File: src/rtl/rf_writeback_ctrl.sv
// rtl/rf_writeback_ctrl.sv - RV32I register file write-port arbiter with load FIFO and pending scoreboard
// Optional WB_BYPASS_EN: forwards the in-flight write to rs1/rs2 and masks their hazard terms.
module rf_writeback_ctrl #(
  parameter int XLEN       = 32,
  parameter int REG_NUM    = 32,
  parameter int FIFO_DEPTH = 4,
  localparam int AW        = $clog2(REG_NUM)
) (
  input  logic            clk,
  input  logic            reset_n,
  input  logic            alu_valid,
  input  logic [AW-1:0]   alu_rd,
  input  logic [XLEN-1:0] alu_data,
  input  logic            mem_valid,
  output logic            mem_ready,
  input  logic [AW-1:0]   mem_rd,
  input  logic [XLEN-1:0] mem_data,
  input  logic            issue_valid,
  input  logic [AW-1:0]   issue_rd,
  input  logic [AW-1:0]   rs1,
  input  logic [AW-1:0]   rs2,
  output logic            hazard,
  output logic            rd_busy,
  output logic            rf_write,
  output logic [AW-1:0]   rf_waddr,
  output logic [XLEN-1:0] rf_wdata,
  output logic            byp1_valid,
  output logic [XLEN-1:0] byp1_data,
  output logic            byp2_valid,
  output logic [XLEN-1:0] byp2_data
);

  localparam int PW = $clog2(FIFO_DEPTH);
  localparam int CW = PW + 1;

  logic [XLEN-1:0]    fifo_data [FIFO_DEPTH];
  logic [AW-1:0]      fifo_rd   [FIFO_DEPTH];
  logic [PW-1:0]      wr_ptr, rd_ptr;
  logic [CW-1:0]      count;
  logic [REG_NUM-1:0] pending, pending_nxt;
  logic               full, empty, alu_wr, push, pop;

  assign full      = (count == CW'(FIFO_DEPTH));
  assign empty     = (count == '0);
  assign mem_ready = !full;
  assign alu_wr    = alu_valid && (alu_rd != '0);
  // Loads to x0 still complete the handshake but never occupy a slot.
  assign push      = mem_valid && !full && (mem_rd != '0);
  assign pop       = !alu_wr && !empty;

  always_ff @(posedge clk) begin
    if (push) begin
      fifo_data[wr_ptr] <= mem_data;
      fifo_rd[wr_ptr]   <= mem_rd;
    end
  end

  always_ff @(posedge clk or negedge reset_n) begin
    if (!reset_n) begin
      wr_ptr   <= '0;
      rd_ptr   <= '0;
      count    <= '0;
      rf_write <= 1'b0;
      rf_waddr <= '0;
      rf_wdata <= '0;
    end else begin
      if (push) wr_ptr <= wr_ptr + PW'(1);
      if (pop)  rd_ptr <= rd_ptr + PW'(1);
      case ({push, pop})
        2'b10:   count <= count + CW'(1);
        2'b01:   count <= count - CW'(1);
        default: count <= count;
      endcase
      if (alu_wr) begin
        rf_write <= 1'b1;
        rf_waddr <= alu_rd;
        rf_wdata <= alu_data;
      end else if (pop) begin
        rf_write <= 1'b1;
        rf_waddr <= fifo_rd[rd_ptr];
        rf_wdata <= fifo_data[rd_ptr];
      end else begin
        rf_write <= 1'b0;
      end
    end
  end

  // Clear first so a same-cycle reissue of the retiring register stays pending.
  always_comb begin
    pending_nxt = pending;
    if (rf_write && rf_waddr != '0) pending_nxt[rf_waddr] = 1'b0;
    if (issue_valid && issue_rd != '0) pending_nxt[issue_rd] = 1'b1;
    pending_nxt[0] = 1'b0;
  end

  always_ff @(posedge clk or negedge reset_n) begin
    if (!reset_n) pending <= '0;
    else          pending <= pending_nxt;
  end

`ifdef WB_BYPASS_EN
  assign byp1_valid = rf_write && (rf_waddr == rs1) && (rs1 != '0);
  assign byp1_data  = rf_wdata;
  assign byp2_valid = rf_write && (rf_waddr == rs2) && (rs2 != '0);
  assign byp2_data  = rf_wdata;
`else
  assign byp1_valid = 1'b0;
  assign byp1_data  = '0;
  assign byp2_valid = 1'b0;
  assign byp2_data  = '0;
`endif

  assign rd_busy = pending[issue_rd];
  assign hazard  = (pending[rs1] & ~byp1_valid) | (pending[rs2] & ~byp2_valid)
                 | (issue_valid & pending[issue_rd]);

endmodule
File: config.mk
export PLATFORM = sky130hd
export DESIGN_NAME = rf_writeback_ctrl
export DESIGN_NICKNAME = d
export VERILOG_FILES = /design/src/rtl/rf_writeback_ctrl.sv
export SDC_FILE = /design/constraint.sdc
export NUM_CORES = 1
export LEC_CHECK = 0
export BUFFER_PORTS_ARGS = -buffer_cell sky130_fd_sc_hd__buf_4
export CAP_MARGIN = 20
export CORE_ASPECT_RATIO = 0.9
export CORE_MARGIN = 2
export CORE_UTILIZATION = 35
export DETAILED_ROUTE_END_ITERATION = 8
export PLACE_DENSITY = 0.56
export REMOVE_ABC_BUFFERS = 1
export SETUP_SLACK_MARGIN = 0.2
export SLEW_MARGIN = 20
export SYNTH_ARGS = -nofsm -noshare
export SYNTH_HDL_FRONTEND = slang
export SYNTH_SLANG_ARGS = --single-unit
export TNS_END_PERCENT = 20
File: constraint.sdc
create_clock -name clk -period 6.2 [get_ports clk]
set_input_delay 0 -clock clk [delete_from_list [all_inputs] [get_ports clk]]
set_output_delay 0 -clock clk [all_outputs]
set_load 0.005 [all_outputs]
=== After elaboration in Yosys (flattened, before gate mapping) ===
Memory sizes are Yosys's and may differ from the RTL's.
Cells that the tools add are included.

* Add/subtract/negate cells: 4
* Magnitude comparators: 6
* Equality and inequality tests: 3
* Mux-type cells: 21
* Bitwise logic cells: 6
* Reductions and logical operators: 18

{| class="wikitable"
|+ Operator list
! cell !! count
|-
| $mux 32 || 4
|-
| $and 32x32->32 || 1
|-
| $not 32->32 || 1
|-
| $or 32x32->32 || 1
|-
| $lt 5x6->1 const B || 4
|-
| $reduce_bool 5->1 || 4
|-
| $bmux 1 s5 || 3
|-
| $demux 1 s5 || 2
|-
| $ge 5x1->1 const B || 2
|-
| $mux 5 || 2
|-
| $mux 1 || 9
|-
| $logic_and 1x1->1 || 8
|-
| $pmux 3 s2 || 1
|-
| $add 2x1->2 const B || 2
|-
| $reduce_bool 2->1 || 2
|-
| $add 3x1->3 const B || 1
|-
| $eq 3x3->1 const B || 1
|-
| $logic_not 1->1 || 3
|-
| $logic_not 3->1 || 1
|-
| $sub 3x1->3 const B || 1
|-
| $eq 2x1->1 const B || 1
|-
| $eq 2x2->1 const B || 1
|-
| $or 1x1->1 || 2
|-
| $and 1x1->1 || 1
|}

* Register bits: 76
* Bits in writable memories: 148
* Input port bits: 94
* Output and inout bits: 107
* Logic and storage cells: 67
* Memories kept: 2

{| class="wikitable"
|+ Memory list
! name !! words !! bits a word !! read ports !! clocked after memory_dff !! write ports !! line !! source
|-
| fifo_data || 4 || 32 || 1 || 0 || 1 || 36 || <nowiki>logic [XLEN-1:0] fifo_data [FIFO_DEPTH];</nowiki>
|-
| fifo_rd || 4 || 5 || 1 || 0 || 1 || 37 || <nowiki>logic [AW-1:0] fifo_rd [FIFO_DEPTH];</nowiki>
|}

=== Depth between registers and ports, before layout ===
Gate-level depths: netlist (run 1).

* Depth after elaboration: 9
* Mapped depth: 11
* Gate-level depth less buffers: 11

=== Worst setup path after synthesis (run 1) ===
Ideal clock, no wire load.

* Path type: register to register
* From: register count[0]
* To: memory fifo_data[0][0] (enable)
* Setup time: 0.398 ns
* Arrival time: 1.875 ns
* Data required time: 5.802 ns
* Setup slack: 3.927 ns
* Cell stages (with the launch flop): 6
* Path buffers: 0
* Period minus slack after synthesis: 2.273 ns
* Path through: dfrtp_1 -> inv_1 -> nand3_1 -> nand2_1 -> a21oi_1 -> and2_1

* Longest elaborated chain between the ends: 6

{| class="wikitable"
|+ RTL lines
! what !! line !! source
|-
| from (decl) || 39 || <nowiki>logic [CW-1:0] count;</nowiki>
|-
| from (signal assigned) || 70 || <nowiki>2'b10: count <= count + CW'(1);</nowiki>
|-
| from (signal assigned) || 71 || <nowiki>2'b01: count <= count - CW'(1);</nowiki>
|-
| from (signal assigned) || 72 || <nowiki>default: count <= count;</nowiki>
|-
| $eq 3x3->1 || 43 || <nowiki>assign full = (count == CW'(FIFO_DEPTH));</nowiki>
|-
| $logic_not 1->1 || -- ||
|-
| via mem_ready || 15 || <nowiki>output logic mem_ready,</nowiki>
|-
| $logic_and 1x1->1 (2 in series) || 48 || <nowiki>assign push = mem_valid && !full && (mem_rd != '0);</nowiki>
|-
| $mux 1 || 52 || <nowiki>if (push) begin</nowiki>
|-
| $mux 1 (implied by the code) || 53 || <nowiki>fifo_data[wr_ptr] <= mem_data;</nowiki>
|-
| to (decl) || 36 ||
|}

The timed path passes the listed nets, and every way through them passes these cells.

=== Worst setup path after layout (run 1) ===
* From: register rd_ptr[1]
* To: register rf_waddr[0]

* Longest elaborated chain between the ends: 3

{| class="wikitable"
|+ RTL lines
! what !! line !! source
|-
| from (decl) || 38 || <nowiki>logic [PW-1:0] wr_ptr, rd_ptr;</nowiki>
|-
| from (signal assigned) || 68 || <nowiki>if (pop) rd_ptr <= rd_ptr + PW'(1);</nowiki>
|-
| $mem_v2 4x5 || -- ||
|-
| $mux 5 || 78 || <nowiki>end else if (pop) begin</nowiki>
|-
| $mux 5 || 74 || <nowiki>if (alu_wr) begin</nowiki>
|-
| to (signal assigned) || 76 || <nowiki>rf_waddr <= alu_rd;</nowiki>
|-
| to (signal assigned) || 80 || <nowiki>rf_waddr <= fifo_rd[rd_ptr];</nowiki>
|-
| to (decl) || 25 || <nowiki>output logic [AW-1:0] rf_waddr,</nowiki>
|}

Every way passes these cells. The select of a mux whose other input is x is not followed.
A chain may end at the register's enable or synchronous reset.

==> summary.md, run 1 <==
| Metric | Value |
|---|---|
| Chip height | about 170 um |
| Yosys reg bits | between 200 and 250 |
| Nets | about 990 |
| Cell variety after synth | 44 |
| Worst Setup SP | rd_ptr[1] |
| Number of global-route vias before repair | between 6000 and 7000 |
| # H-tree levels | 1 |
| # port buffers | about 130 |
| Antenna Nets Post-Route | 0 |
| Worst-skew pair later-pin latency | between 500 and 600 ps |
| Via count | approximately 6300 |
| Postcts setup bufs | 0 |
| Register-to-Register Path Depth | 4 |
| Rel. slew slack | 28.85% |
| Cell breakdown of the critical path | mux4_2 > mux2_2 > a22o_1 > dlygate4sd3_1 |
| RR Endpoint | rf_waddr[0] |
| EDFF count, synth | roughly 150 |
| Ys async rst share | 33.93% |
| Period utilization | about two fifths |
| Post-layout util | roughly 45% |
| Final hold violation count | 0 |
| Dpl hpwl | about 14000 um |
| Clock buffer count from CTS | 24 |
| Initial Util | 35.41% |
| Max Cap Viol | 0 |
| Cell count after synthesis | roughly 680 |
| Clk buf depth | 3 |
| Placed instance area | 0.01121 mm2 |
| Cell area after synthesis | 0.01017 mm2 |
| Clk root buf | clkbuf_16 |
| CP Launch Type | flop |
| Delay-heaviest family, CP | flip-flops |
| Final Skew | between 9 and 10 ps |
| Clk sinks | about 220 |
| Core Area | ~0.029 mm2 |
| Slew @ Worst Pin | 1067 ps |
| WL per Instance | about 18 um |
| RSZ-0062 raised after global routing | false |
| Drt drc | 0 |
| Fill cell count | between 2000 and 3000 |
| Routability-driven placement congestion ratio | 0.8325 |
| Final Critical Period | around 2600 ps |
| Post-synth top area cell | edfxtp_1 |
| Largest net degree at the start of global routing | between 70 and 80 |
| Syn-to-layout area delta | 26.72% |
| Post-synthesis mux area share | between 10% and 20% |
| Crit path kind | flop to flop |
| Peak VDD IR | roughly 0.00019 V |
| Detailed router's first-iteration violation count | around 490 |
| R2r setup slk | 3610 ps |
| Total grt overflow | 0 |
| Vias per cell | ~5 |
| Peak Freq | around 390 MHz |
| Die Span X | ~180 um |
| Ys flop type | edfxtp_1 |
| Crit end category | flop |
| Hold Crit Class | primary input to asynchronous set/reset pin |
| Cell row count | 59 |
| Compound-Gate Fraction of Synth Area | between 6 and 7% |
| Largest stage delay on the critical path | 1040 ps |
| R2r startpoint | rd_ptr[1] |
| Worst Path Required | between 6000 and 7000 ps |
| Post-synthesis xor/xnor area fraction | less than 1% |
| Initial antenna violation count | 1 |
| Post-Synth Adder-Cell Area | less than 1% |
| Synth Area in Simple Gates | under 10% |
| CP Data Arrival Time | 2980 ps |
| Layout cells sized above 1 | 26.64% |
| Leakage | slightly below 5 nW |
| Global-route wire length before repair | ~36000 um |
| Drt total wl | about 23000 um |
| YS warnings | 0 |
| Sequential share of the synthesized area | 62.42% |
| Crit path depth | 4 |
| Share of the synthesized area in the top cell type | 43.71% |
| Post-CTS Resized | 0 |
| I/O pins | between 200 and 250 |
| Largest family of logic cells by synthesized area | multiplexers |
| Area contributors post-synth | edfxtp_1 (44%), dfrtp_1 (19%), mux4_2 (11%) |
| Slowest cell on crit path | dfrtp_2 |
| Post-Syn Area per Cell | between 15 and 20 um2 |
| Crit path buffers/inverters | 1 |
| Die area | approximately 0.030 mm2 |
| Setup TNS | 0 ps |
| Max Fanout on Critical Path | 38 |
| Hold buffers post-CTS | 90 |
| Clk slew on worst S/H paths | around 60 ps |
| Final setup violation count | 0 |
| Drt pass-1 iters | 5 |
| Overall Global Routing Usage | roughly 15% |
| Final Max Slew Viols | 0 |
| Fin area | roughly 0.013 mm2 |
| Pwr dens | between 400 and 500 mW/mm2 |
| CTS tree | yes |
| Status | finished clean |
| Worst Setup EP | rf_waddr[0] |
## cell usage after synthesis, types with 4 or more instances
| master | number |
|---|---|
| nand3b_1 | 7 |
| buf_4 | 76 |
| mux4_2 | 51 |
| buf_2 | 10 |
| dfrtp_1 | 76 |
| buf_6 | 4 |
| nor2_1 | 43 |
| nand2_1 | 12 |
| clkbuf_1 | 7 |
| mux2_2 | 4 |
| and2_1 | 4 |
| mux2i_1 | 51 |
| o21ai_0 | 61 |
| inv_1 | 12 |
| edfxtp_1 | 148 |
| a21oi_1 | 39 |
| or3b_2 | 5 |
| nand3_1 | 14 |
| ha_1 | 5 |
## per-stage QoR
step | power [mW] | hold slack [ps] | setup slack [ps] | std cells
3_3_place_gp | 3.906 | 203.9 | 3859 | 1144
6_report | 5.293 | 90.57 | 3614 | 1279
2_1_floorplan | 3.305 | -295.6 | 795.8 | 641
4_1_cts | 5.367 | 206.9 | 3554 | 1278
3_5_place_dp | 3.921 | 202.8 | 3792 | 1144
5_1_grt | 5.618 | 157.1 | 3479 | 1279
## cell families after synthesis
family,after synthesis
flops,224
compound gates,115
buf+inv,112
mux,109
simple gates,103
fa+ha+maj,6
xor+xnor,6
other cells,1
## layer usage
layer  routed length [um]  GRT usage (%)  share of wire (%)
met1                10040          20.73                 44
met5                    0              0                  0
met2                10730          24.61                 47
met3                 1412          2.375                6.2
met4                  428          3.130                1.9
## worst min-delay path by stage
stage	from	end	slack [ps]	cells past startpoint
finish	reset_n	rf_wdata[0]	90	2
global route	reset_n	rf_wdata[16]	160	2
CTS	mem_data[24]	fifo_data[3][24]	210	2
detailed placement	mem_data[5]	fifo_data[3][5]	200	1
global placement	mem_data[13]	fifo_data[2][13]	200	1
floorplan	reset_n	count[0]	-300	0
## sequential cells by signal (all words and copies together) (netlist names)
signal     count
rf_write       1
rd_ptr         2
wr_ptr         2
fifo_data    128
pending       31
fifo_rd       20
rf_waddr       5
rf_wdata      32
count          3
## layout by cell type, fill, tap and decap left out, types with 7 or more instances in the layout
cell type	instances
mux4_2	51
inv_1	12
clkbuf_16	24
conb_1	66
a21oi_1	39
nand3b_1	7
dlygate4sd3_1	90
buf_4	136
o21ai_0	61
mux2i_1	51
nor2_1	43
nand2_1	12
edfxtp_1	148
dfrtp_1	74
nand3_1	14
## power by group
group          leakage, nW  internal [mW]  switching, mW
Clock                0.371          0.782          0.587
Sequential            2.23           2.03          0.338
Combinational         2.28          0.845          0.707
## final cells by class
cell class / count / area [um2] / share of cell area (%)
Sequential cell: 224 / 6349 / 49.28
Antenna cell: 1 / 2.502 / 0.01942
Tap cell: 366 / 457.9 / 3.554
Multi-Input combinational cell: 405 / 3334 / 25.88
Inverter: 12 / 45.04 / 0.3496
Clock buffer: 29 / 639.4 / 4.963
Timing Repair Buffer: 227 / 1933 / 15.00
Clock inverter: 15 / 122.6 / 0.9517
## worst reg2reg max path, delay by kind of cell, from the launching register on
family | cells | cell delay [ps]
DFF | 1 | 1040
muxes | 2 | 700
buffers and inverters | 1 | 540
AOI/OAI and AO/OA | 1 | 190
Power figures use the tool's default switching activity.
==> inputs of run 2 (changes only) <==
- PLACE_DENSITY: 0.56 -> 0.58
- clock period: 6.2 -> 2.2 ns (I/O delays scaled with it)
==> run 2 against run 1 <==
The run now ends with setup timing left. Clock-buffer cell count grew 4. Sequential share of layout area shrank 1.0 points. Die area is the same. Global-route usage grew 0.63 points. Total power grew to 2.9 times the previous value.
==> summary.md, run 2 (same netlist as run 1, synthesis figures left out) <==
| Metric | Value |
|---|---|
| WL met3 | 1491 um (+5.6%) |
| Most common cell after layout, fill and taps aside | edfxtp_1 |
| Setup TNS | -124.2 ps (-124.2 ps) |
| Slew @ Worst Pin | 771.6 ps (-295.7 ps) |
| Final setup violation count | 1 (+1) |
| # port buffers | 134 (unchanged) |
| Int Power | 10.87 mW (+200%) |
| Placed Cells | 1158 (+1.2%) |
| Clk sinks | 224 (unchanged) |
| Wl on met1 | 10150 um (+1.1%) |
| RR Endpoint | pending[25] |
| Detailed router's first-iteration violation count | 371 (-24%) |
| Worst-skew pair later-pin latency | 520 ps (about the same) |
| Sequential power share | 41.8% (-3.0 points) |
| Crit path kind | flop to output pin |
| Hold Crit Class | primary input to flop |
| Clk slew on worst S/H paths | 70 ps (about the same) |
| Largest registers | fifo_data x128, rf_wdata x32, pending x31 |
| # H-tree levels | 1 (unchanged) |
| Dpl hpwl | 15230 um (+9.1%) |
| Die area | 0.03043 mm2 (unchanged) |
| Failing checks | setup timing |
| Layout cells sized above 1 | 28.59% (+1.9 points) |
| Psw | 4.728 mW (+190%) |
| I/O pins | 201 (unchanged) |
| Largest net degree at the start of global routing | 77 (unchanged) |
| Worst Hold Launch | issue_rd[1] |
| Largest reg by FF count | fifo_data |
| Cell row count | 59 (unchanged) |
| Max Fanout on Critical Path | 4 (-89%) |
| WL per Instance | 18.19 um (+2.9%) |
| Leakage | 5.010 nW (+2.8%) |
| Max reg flops | 128 (unchanged) |
| Core Area | 0.02872 mm2 (unchanged) |
| Initial antenna violation count | 1 (unchanged) |
| Nets | 1007 (+1.3%) |
| R2r startpoint | rf_waddr[1] |
| Drt pass-1 iters | 4 (-1) |
| Register-to-Register Path Depth | 4 (unchanged) |
| Sw Share | 30.30% (-0.53 points) |
| Hold endpoint | pending[3] |
| Die Span X | 183.7 um (unchanged) |
| Peak VDD IR | 0.0005966 V (+210%) |
| Top layer in use | met4 |
| Final Max Slew Viols | 0 (unchanged) |
| Final worst slack | -124.2 ps (-3738 ps) |
| Number of global-route vias before repair | 6637 (+6.2%) |
| Most frequent cells in the layout | edfxtp_1 (148), buf_4 (143), dlygate4sd3_1 (86), dfrtp_1 (74), conb_1 (66) |
| Fin area | 0.01315 mm2 (+2.1%) |
| Chip height | 165.7 um (unchanged) |
| Vias per cell | 4.939 (+0.91%) |
| Overall Global Routing Usage | 15.48% (+0.63 points) |
| Worst hold stages | 3 |
| Clk buf depth | 3 (unchanged) |
| Pwr dens | 1186 mW/mm2 (+190%) |
| Drt total wl | 23540 um (+4.1%) |
| Final Instance Count excl. Fillers | 1294 (+1.2%) |
| Metal2 WL | 11490 um (+7.0%) |
| RSZ-0062 raised after global routing | true |
| Worst Path Required | 2200 ps (-4400 ps) |
| Placed instance area | 0.01142 mm2 (+1.8%) |
| Clock buffer count from CTS | 26 (+8.3%) |
| Via count | 6391 (+2.1%) |
| Global-route wire length before repair | 37290 um (+5.0%) |
| Final hold violation count | 0 (unchanged) |
| Combinational Power Share | 31.1% (+1.8 points) |
| Clk root buf | clkbuf_16 |
| Clock share of power | 27.1% (+1.2 points) |
| CP Data Arrival Time | 2320 ps (-660 ps) |
| Total grt overflow | 0 (unchanged) |
| Final Critical Period | between 2000 and 2500 ps |
| CP Launch Type | flop |
| Initial Util | 35.41% (unchanged) |
| Peak Freq | 430.3 MHz |
| R2r setup slk | 320 ps (-3290 ps) |
| Max Cap Viol | 0 (unchanged) |
| Rel. slew slack | 48.56% (+20 points) |
| Final Skew | 8.136 ps (-1.415 ps) |
| Crit end category | output pin |
| CTS tree | yes |
| Antenna Nets Post-Route | 0 (unchanged) |
| Status | finished, violations left |
| Drt drc | 0 (unchanged) |
| Syn-to-layout area delta | 29.35% |
| Period utilization | 105.6% |
| Routability-driven placement congestion ratio | 0.8112 (-2.6%) |
==> run 2: changes by cell type in the layout (fill, tap and decap cells not counted), sizes merged <==
cell,previous run,this run
dlygate4sd3,90,86
clkbuf,29,33
inv,13,12
clkinvlp,1,0
buf,137,152
bufinv,1,3
==> run 2: worst max path at each step <==
stage	start	endpoint	cells after the start	slack, ps
after CTS	pending[4]	hazard	6	-70
after global placement	alu_rd[2]	count[2]	10	110
after detailed placement	alu_rd[2]	count[2]	10	110
after global routing	pending[7]	hazard	6	-180
final	pending[7]	hazard	6	-120
after floorplan	count[2]	count[1]	6	-3200
==> run 2: layout make-up <==
| class | instances | area, um2 |
|---|---|---|
| well taps | 366 | 457.9 |
| repair buffers | 238 | 2106 |
| inverters | 12 | 45.04 |
| fillers | 2511 | 15560 |
| multi-input cells | 405 | 3344 |
| flip-flops and latches | 224 | 6349 |
| diodes | 1 | 2.502 |
| clock buffers | 33 | 686.9 |
| clock inverters | 15 | 160.2 |
==> run 2: power groups by stage <==
stage	Clock, mW	Sequential, mW	Combinational (mW)
2_1_floorplan	0	6.51	2.76
3_3_place_gp	0	6.55	4.72
3_5_place_dp	0	6.58	4.78
4_1_cts	4.34	6.50	4.93
5_1_grt	4.49	6.65	5.31
6_report	4.23	6.52	4.85
==> run 2: routing by layer <==
metal | vias to the layer above | global-route usage [%]
met1 | 3204 | 21.16
met5 | - | 0
met2 | 243 | 25.69
met3 | 39 | 2.924
met4 | 0 | 3.548
li1 | 2905 | -
==> run 2: metrics by stage <==
step	hold WS, ps	setup WS, ps	power (mW)	utilization (%)
2_1_floorplan	-295.6	-3204	9.266	-
3_3_place_gp	202.3	111.5	11.27	39.77
3_5_place_dp	203.5	107.5	11.36	39.77
4_1_cts	4.125	-68.53	15.78	45.74
5_1_grt	18.83	-180.3	16.45	45.80
6_report	30.08	-124.2	15.60	45.80
==> run 2: what timing repair did <==
action / CTS / global route
gates resized for setup: 0 / 6
setup buffers: 1 / 0
endpoints found under the hold margin: 293 / 0
hold buffers: 86 / 0
gates cloned: 0 / 0
pin swaps: 1 / 4
endpoints found under the setup margin: 2 / 4
==> run 2: worst max-delay path: stages (launching register included) <==
cell	delay [ps]
dfrtp_1	420
mux4_2	480
a222oi_1	360
buf_4	190
a31o_1	130
nand3_1	80
buf_4	140
==> inputs of run 3 (changes only) <==
- CORE_MARGIN: 2 -> not set
==> run 3 against run 2 <==
The run still ends with setup timing left. Routed wire length is 1.1% lower. Clock-buffer cell count is 4 lower. Sequential share of layout area hardly changed. Register-to-register slack hardly changed. Critical path depth stayed put. Combinational power hardly changed. Non-clock buffer count is 5 higher. Critical endpoint unchanged. Largest power group unchanged. Global-route usage is 0.59 points higher. Flip-flop and latch count stayed put.
==> summary.md, run 3 (same netlist as run 1, synthesis figures left out) <==
| Metric | Value |
|---|---|
| Final hold violation count | 0 (unchanged) |
| Int Power | 10.69 mW (-1.7%) |
| Hold Slack | 34.33 ps (+4.250 ps) |
| Final Max Slew Viols | 0 (unchanged) |
| CP Launch Type | flop |
| Largest net degree at the start of global routing | 75 (-2.6%) |
| Placed Cells | 1154 (-0.35%) |
| Initial antenna violation count | 2 (+1) |
| Hold Crit Class | primary input to flop |
| CP Data Arrival Time | 2270 ps (-50 ps) |
| Crit end category | output pin |
| Largest reg by FF count | fifo_data |
| Clock buffer count from CTS | 24 (-7.7%) |
| Clk buf depth | 3 (unchanged) |
| Most common cell after layout, fill and taps aside | edfxtp_1 |
| Total grt overflow | 0 (unchanged) |
| Final Skew | 16.88 ps (+8.741 ps) |
| Failing checks | setup timing |
| # H-tree levels | 1 (unchanged) |
| Period utilization | 103.0% (-2.6 points) |
| Max Fanout on Critical Path | 3 (-1) |
| Fin area | 0.01316 mm2 (about the same) |
| Leakage | 5.006 nW (about the same) |
| # port buffers | 134 (unchanged) |
| Most frequent cells in the layout | edfxtp_1 (148), buf_4 (144), dlygate4sd3_1 (88), dfrtp_1 (73), conb_1 (66) |
| Initial Util | 36.02% (+0.61 points) |
| Die area | 0.02974 mm2 (-2.3%) |
| Drt drc | 0 (unchanged) |
| Drt pass-1 iters | 5 (+1) |
| Psw | 4.656 mW (-1.5%) |
| Overall Global Routing Usage | 16.07% (+0.59 points) |
| WL per Instance | 18.06 um (-0.71%) |
| Fill cell count | 2469 (-1.7%) |
| Post-layout util | 46.63% (+0.83 points) |
| Global-route wire length before repair | 37100 um (-0.50%) |
| Cell row count | 58 (-1.7%) |
| Peak VDD IR | 0.0006897 V (+16%) |
| Number of global-route vias before repair | 6484 (-2.3%) |
| Sw Share | 30.33% (about the same) |
| Rel. slew slack | 46.26% (-2.3 points) |
| Dpl ws | 81.86 ps (-25.66 ps) |
| Layout cells sized above 1 | 28.77% (+0.18 points) |
| Final setup violation count | 1 (unchanged) |
| Die Span X | 181.7 um (-1.1%) |
| Clk root buf | clkbuf_16 |
| Slew @ Worst Pin | 806.0 ps (+34.47 ps) |
| Max reg flops | 128 (unchanged) |
| Nets | 1010 (+0.30%) |
| Via count | 6417 (+0.41%) |
| Dpl hpwl | 15170 um (-0.36%) |
| Pwr dens | 1166 mW/mm2 (-1.7%) |
| Sequential power share | 42.6% (+0.8 points) |
| Status | finished, violations left |
| Setup TNS | -66.88 ps (+57.32 ps) |
| Power Total | 15.35 mW (-1.6%) |
| Final Critical Period | 2267 ps (-57.32 ps) |
| Core Area | 0.02823 mm2 (-1.7%) |
| Peak Freq | 441.1 MHz (+2.5%) |
| Detailed router's first-iteration violation count | 521 (+40%) |
| Worst Path Required | 2200 ps (about the same) |
| Clock share of power | 25.8% (-1.3 points) |
| Worst-skew pair later-pin latency | 520 ps (about the same) |
| Antenna Nets Post-Route | 0 (unchanged) |
| CTS tree | yes |
| Drt total wl | 23290 um (-1.1%) |
| Clk sinks | 224 (unchanged) |
| Placed instance area | 0.01144 mm2 (+0.18%) |
| Vias per cell | 4.978 (+0.80%) |
| I/O pins | 201 (unchanged) |
| Chip height | 163.7 um (-1.2%) |
| RSZ-0062 raised after global routing | true |
| Final worst slack | -66.88 ps (+57.32 ps) |
| Crit path kind | flop to output pin |
| Combinational Power Share | 31.7% (+0.6 points) |
| Final Instance Count excl. Fillers | 1289 (-0.39%) |
| Max Cap Viol | 0 (unchanged) |
| Routability-driven placement congestion ratio | 0.8681 (+7.0%) |
| Syn-to-layout area delta | 29.46% (about the same) |
| Clk slew on worst S/H paths | 60 ps (about the same) |
| Largest registers | fifo_data x128, rf_wdata x32, pending x31 |
[run 3: final timing paths]
check | from | to | slack, ps | depth (start not counted)
max | pending[4] | hazard | -70 | 6
min reg2reg | count[0] | count[0] | 530 | 1
max reg2reg | rf_waddr[1] | pending[25] | 310 | 4
min in group asynchronous | reset_n | rf_wdata[30] | 420 | 3
max in group asynchronous | reset_n | count[0] | 1250 | 4
min | issue_rd[0] | pending[3] | 30 | 3
[run 3: power by group through the flow]
stage	Combinational (mW)	Clock, mW	Sequential [mW]
after floorplan	2.76	0	6.51
after global placement	4.70	0	6.57
after detailed placement	4.74	0	6.58
after CTS	4.92	4.05	6.51
after global routing	5.35	4.22	6.66
final	4.86	3.96	6.53
[run 3: per-layer routing]
metal | wire, um | vias to the layer above | track usage [%]
met1 | 10070 | 3193 | 21.35
met5 | 13 | - | 0
li1 | - | 2913 | -
met2 | 11190 | 271 | 27.01
met3 | 1487 | 38 | 2.882
met4 | 527 | 2 | 4.738
[run 3: timing repair]
item / in CTS / in global routing
pin swaps: 3 / 3
hold buffers: 89 / 0
cloned: 0 / 0
buffers inserted: 1 / 0
setup endpoints to repair: 2 / 4
endpoints found under the hold margin: 288 / 0
resized for setup: 3 / 8
[run 3: area by class of cell]
type / instances / area [um2] / share of cell area, %
Multi-Input combinational cell: 405 / 3361 / 25.53
Tap cell: 360 / 450.4 / 3.422
Inverter: 12 / 45.04 / 0.3422
Antenna cell: 1 / 2.502 / 0.01901
Sequential cell: 224 / 6350 / 48.24
Clock buffer: 29 / 619.3 / 4.705
Clock inverter: 15 / 161.4 / 1.226
Timing Repair Buffer: 243 / 2173 / 16.51
[run 3: critical path: stages (launching register included)]
cell and delay (ps):
dfrtp_1 400, buf_6 130, mux4_2 450, or4_4 430, o2111ai_2 80, nand3_1 110
buf_4 150
